`src/rtl/ascon_permutation_ctrl.sv`:
```
// ---------------------------------------------------------------------------
// ascon_permutation_ctrl
//
// Sequential controller for the ASCON permutation. It owns the 320-bit state
// register and the 4-bit round counter. Both feed an external combinational
// round chain (constant addition -> substitution -> linear diffusion). The
// chain's output is captured once per clock until round 11 has been applied.
// After that the final state is presented together with a one-cycle done
// pulse.
//
// Starting rounds: 0 gives p12, 4 gives p8 and 6 gives p6. A run takes
// 12 - start_round cycles in RUN, followed by one DONE cycle.
//
// State layout: word x_i occupies state[64*i +: 64]. Word x2 is therefore
// bits [191:128].
//
// Ports
//   clock_i         in   1    system clock, rising edge
//   resetb_i        in   1    asynchronous active-low reset
//   start_i         in   1    request a permutation; sampled on rising edge
//   start_round_i   in   4    first round index (0..11); sampled with start_i
//   state_i         in   320  initial state; sampled with start_i
//   round_result_i  in   320  round chain output for (state_o, round_o)
//   state_o         out  320  state register
//   round_o         out  4    current round index
//   busy_o          out  1    high while rounds are executing
//   done_o          out  1    one-cycle pulse; final state valid on state_o
// ---------------------------------------------------------------------------
module ascon_permutation_ctrl (
  input  logic         clock_i,
  input  logic         resetb_i,
  input  logic         start_i,
  input  logic [3:0]   start_round_i,
  input  logic [319:0] state_i,
  input  logic [319:0] round_result_i,
  output logic [319:0] state_o,
  output logic [3:0]   round_o,
  output logic         busy_o,
  output logic         done_o
);

  localparam logic [3:0] LAST_ROUND = 4'd11;

  typedef enum logic [1:0] {
    S_IDLE = 2'd0,
    S_RUN  = 2'd1,
    S_DONE = 2'd2
  } t_fsm;

  t_fsm           r_fsm;
  t_fsm           w_fsm_next;
  logic [319:0]   r_state;
  logic [319:0]   w_state_next;
  logic [3:0]     r_round;
  logic [3:0]     w_round_next;
  logic           w_start_ok;

  // A start naming a round index beyond the last round is dropped entirely.
  // It must not even disturb the state register.
  assign w_start_ok = start_i && (start_round_i <= LAST_ROUND);

  // State register, with asynchronous abort to IDLE.
  always_ff @(posedge clock_i or negedge resetb_i) begin
    if (!resetb_i) begin
      r_fsm   <= S_IDLE;
      r_state <= '0;
      r_round <= '0;
    end else begin
      r_fsm   <= w_fsm_next;
      r_state <= w_state_next;
      r_round <= w_round_next;
    end
  end

  // Next-state logic. By default every register holds its value, so the
  // final state stays readable in IDLE until the next accepted start.
  always_comb begin
    w_fsm_next   = r_fsm;
    w_state_next = r_state;
    w_round_next = r_round;

    case (r_fsm)
      S_IDLE, S_DONE: begin
        if (w_start_ok) begin
          // Accepting in DONE gives back-to-back runs with no bubble.
          w_fsm_next   = S_RUN;
          w_state_next = state_i;
          w_round_next = start_round_i;
        end else begin
          w_fsm_next = S_IDLE;
        end
      end

      S_RUN: begin
        // start_i is deliberately ignored here. There is no restart and
        // no queuing of a second request.
        w_state_next = round_result_i;
        if (r_round == LAST_ROUND) begin
          // The counter parks at 11 rather than stepping to 12.
          w_fsm_next = S_DONE;
        end else begin
          w_round_next = r_round + 4'd1;
        end
      end

      default: begin
        w_fsm_next = S_IDLE;
      end
    endcase
  end

  // Status outputs are decoded only from registered FSM state. This keeps
  // any combinational path from the inputs away from busy_o and done_o.
  assign busy_o  = (r_fsm == S_RUN);
  assign done_o  = (r_fsm == S_DONE);
  assign state_o = r_state;
  assign round_o = r_round;

endmodule
```
`config.mk`:
```
export PLATFORM = sky130hd
export DESIGN_NAME = ascon_permutation_ctrl
export DESIGN_NICKNAME = d
export VERILOG_FILES = /design/src/rtl/ascon_permutation_ctrl.sv
export SDC_FILE = /design/constraint.sdc
export NUM_CORES = 1
export LEC_CHECK = 0
export CAP_MARGIN = 20
export CORE_AREA = 2 2 379 381
export DETAILED_ROUTE_END_ITERATION = 10
export DIE_AREA = 0 0 381 383
export PLACE_DENSITY = 0.42
export SETUP_SLACK_MARGIN = 0.1
export SYNTH_ARGS = -nofsm -noshare
export SYNTH_HDL_FRONTEND = slang
export SYNTH_SLANG_ARGS = --single-unit
```
`constraint.sdc`:
```
create_clock -name clock_i -period 2.2 [get_ports clock_i]
set_clock_uncertainty 0.05 [all_clocks]
set_input_delay 0.44 -clock clock_i [delete_from_list [all_inputs] [get_ports clock_i]]
set_output_delay 0.44 -clock clock_i [all_outputs]
set_load 0.02 [all_outputs]
```
==> qor.csv <==
stage,metric,value,unit
route,drt wl/cell,21.31,microns
setup_path,Critical Path RT,1.71,ns
power_and_ir_drop,Leakage Power,12.50,nW
sta,worst hold margin,0.3698,ns
logic_synthesis,Synth top cells by count,"mux2_2, dfrtp_1, mux2_4, buf_2, buf_4",
setup_path,Critical Path Max Stage Delay,0.59,ns
clock_tree,H-tree level count,2,
power_and_ir_drop,Power Density,1467,mW/mm^2
route,WL final,86.37,mm
global_routing,vias in the first global route,14140,
placement,number of I/O port buffers,972,
clock_tree,Clock Sinks,326,
logic_synthesis,unique cell type count in the Yosys netlist,26,
final_layout,Post-Route Utilization,0.2122,
final_layout,Fill cells,15500,
setup_path,crit path launch,state_o[244],
sta,post-route setup slack,0.1712,ns
logic_synthesis,yosys warns,0,
logic_synthesis,Main synth FF type,dfrtp_1,
sta,Final Max Slew Viols,0,
logic_synthesis,Yosys top cell by area,dfrtp_1,
sta,Slew @ Worst Pin,0.5701,ns
job,Max-Cap Viols,0,
setup_path,Worst setup EP type,primary output,
placement,RD Place Congestion,0.8044,
floorplanning,Die W,381,microns
clock_tree,clock latency on the worst-skew pair,0.58,ns
floorplanning,total die area,0.1459,sq mm
logic_synthesis,fraction of registers with async set/reset,1.000,
power_and_ir_drop,Power Total,0.04429,W
setup_path,r2r setup slk,0.17,ns
clock_tree,clk root buf,clkbuf_16,
setup_path,cell breakdown of the critical path,dlygate4sd2_1,
setup_path,Slowest cell on crit path,dlygate4sd2_1,
placement,pre-CTS setup slack,-0.1174,ns
clock_tree,CTS tree,done,
logic_synthesis,area share of the largest cell type after synthesis,0.4960,
floorplanning,I/O pin count,973,
sta,final hold violation count,0,
floorplanning,Core Area,0.1423,sq mm
clock_tree,CTS buffer count,42,
worst_hold_path,Tightest Hold Check Type,in2async,
logic_synthesis,syn_nets,1714,
setup_path,RR Endpoint,state_o[293],
setup_path,crit-path max FO,2,
sta,RSZ-0062 raised after global routing,no,
sta,final worst path period need,2.029,ns
setup_path,Worst setup SP type,register,
logic_synthesis,Yosys reg bits,326,
final_layout,multi-input logic area,0.007769,sq mm
setup_path,RR Startpoint,r_fsm[1],
route,detailed-route DRC error count,0,
sta,max_slew headroom,0.6214,
sta,final setup violation count,0,
setup_path,Worst Reg-to-Reg Cells,7,
setup_path,WS Path Type,reg2out,
logic_synthesis,main area contributors after synthesis,"dfrtp_1, mux2_2, mux2_4",
global_routing,initial antenna violation count,10,
floorplanning,initial cell density of the core,0.1156,
route,vias,13050,
logic_synthesis,register area share after synthesis,0.4960,
placement,HPWL Detailed,72.18,mm
final_layout,nets,2759,
final_layout,post-route cell area,0.03019,sq mm
setup_path,Buf/Inv on CP,1,
final_layout,synth-to-layout area growth,83.52,%
logic_synthesis,post-synthesis cell count,1066,
global_routing,GRT Overall Usage,0.1135,
placement,Area after DPL,0.02892,sq mm
global_routing,largest net degree at the start of global routing,53,
outcome,status,"finished, final reports clean",
setup_path,"Arr. time, crit path",1.54,ns
logic_synthesis,most frequent cell after synthesis,mux2_2,
global_routing,first-pass GRT wire length,115.7,mm
final_layout,fraction of layout cells with a size suffix above 1,0.3889,
floorplanning,row cnt,139,
final_layout,register area,0.008158,sq mm
setup_path,family with the most delay on the worst path,buffers and inverters,
floorplanning,overall die height,383,microns
global_routing,gr ovfl total,0,
sta,fmax,492.9,MHz
logic_synthesis,Mapped Avg Cell Area,15.43,sq um
logic_synthesis,"EDFF count, synth",0,
route,Iter 0 DRT Violations,323,
clock_tree,CTS max path bufs,3,
sta,fin crit share,0.9222,
power_and_ir_drop,worst vdd ir,0.5114,mV
route,Pre-antenna DRT Iters,4,
logic_synthesis,mapped cell area,0.01645,sq mm
route,Via density,3.219,
route,Final ANT Viol Nets,0,
clock_tree,Worst-path clk slew,0.06,ns
routing by layer:
layer,track usage,up-vias,share of wire
met4,0.03265,4,0.028
met1,0.1281,6434,0.39
li1,-,5997,-
met3,0.03853,79,0.073
met2,0.2016,531,0.51
met5,0,-,0.00031
area by class of cell:
cell class,count,area share
inverter,4,0.0009119
sequential,326,0.2703
timing repair buffer,1072,0.3452
clock inverter,14,0.005554
tap,1903,0.07888
timing repair inverter,1,0.0002902
clock buffer,61,0.04083
multi-input combinational,664,0.2574
antenna,8,0.0006632
worst register-to-register path, delay by kind of cell (launching register included):
family	cells	cell delay [ns]
flip-flops	1	0.38
buffers and inverters	4	0.59
AND/OR/NAND/NOR	1	0.18
multiplexers	2	0.70
layout by cell type, fill, tap and decap left out, types with 2 or more instances in the layout:
cell             netlist  layout
diode_2                0       8
buf_12                 0      16
clkbuf_1               0       8
a21oi_1                3       3
clkdlybuf4s15_1        0       3
mux2_4               100     100
mux2_2               540     540
clkinv_2               0       7
buf_6                 17       3
clkbuf_16              0      42
inv_1                  3       3
dlymetal6s2s_1         0      10
buf_4                 21      91
nand2_1                2       2
bufinv_16              0       3
nand3b_1               2       2
dfrtp_1              326     326
clkdlybuf4s50_1        0     654
inv_6                  0       4
a22o_1                 3       3
buf_16                 0       4
clkbuf_8               0      11
dlygate4sd2_1          0     286
through the flow:
stage / setup TNS, ns / instances
finish: 0 / 4053
global route: 0 / 4045
CTS: 0 / 4043
detailed placement: -18.41 / 3961
global placement: -11.29 / 3961
floorplan: 0 / 1066
kinds of logic (layout without fill, tap and decap cells):
| family | count (synthesis) | count (layout) | synth area share |
|---|---|---|---|
| flip-flops | 326 | 326 | 0.4960 |
| buffers and inverters | 76 | 1152 | 0.03248 |
| AO/OA/AOI/OAI | 11 | 11 | 0.005021 |
| other | 0 | 8 | 0 |
| XOR/XNOR | 1 | 1 | 0.0005326 |
| AND/OR/NAND/NOR | 11 | 11 | 0.004260 |
| multiplexers | 640 | 640 | 0.4610 |
| adder cells (fa/ha/maj) | 1 | 1 | 0.0007606 |
what timing repair did:
item | 4_1_cts | 5_1_grt
endpoints found under the hold margin | 8 | 0
hold buffers | 1 | 0
setup buffers | 3 | 2
setup endpoints to repair | 519 | 122
cloned | 3 | 0
resized for setup | 307 | 17
pin swaps | 0 | 0
state kept, by name, indices dropped and copies added (netlist names):
name,cells
r_fsm,2
state_o,320
round_o,4
power by group:
part	internal [W]	switching, W
Sequential	0.00920	0.00165
Clock	0.00424	0.00288
Combinational	0.0129	0.0134
how the worst max path moves through the flow:
stage                   end  cells after the start
6_report       state_o[244]                      1
5_1_grt        state_o[277]                      1
4_1_cts              busy_o                      3
3_5_place_dp   state_o[157]                      6
3_3_place_gp   state_o[212]                      6
2_1_floorplan  state_o[147]                      7
Note: power is estimated with default switching activity, not from simulation.
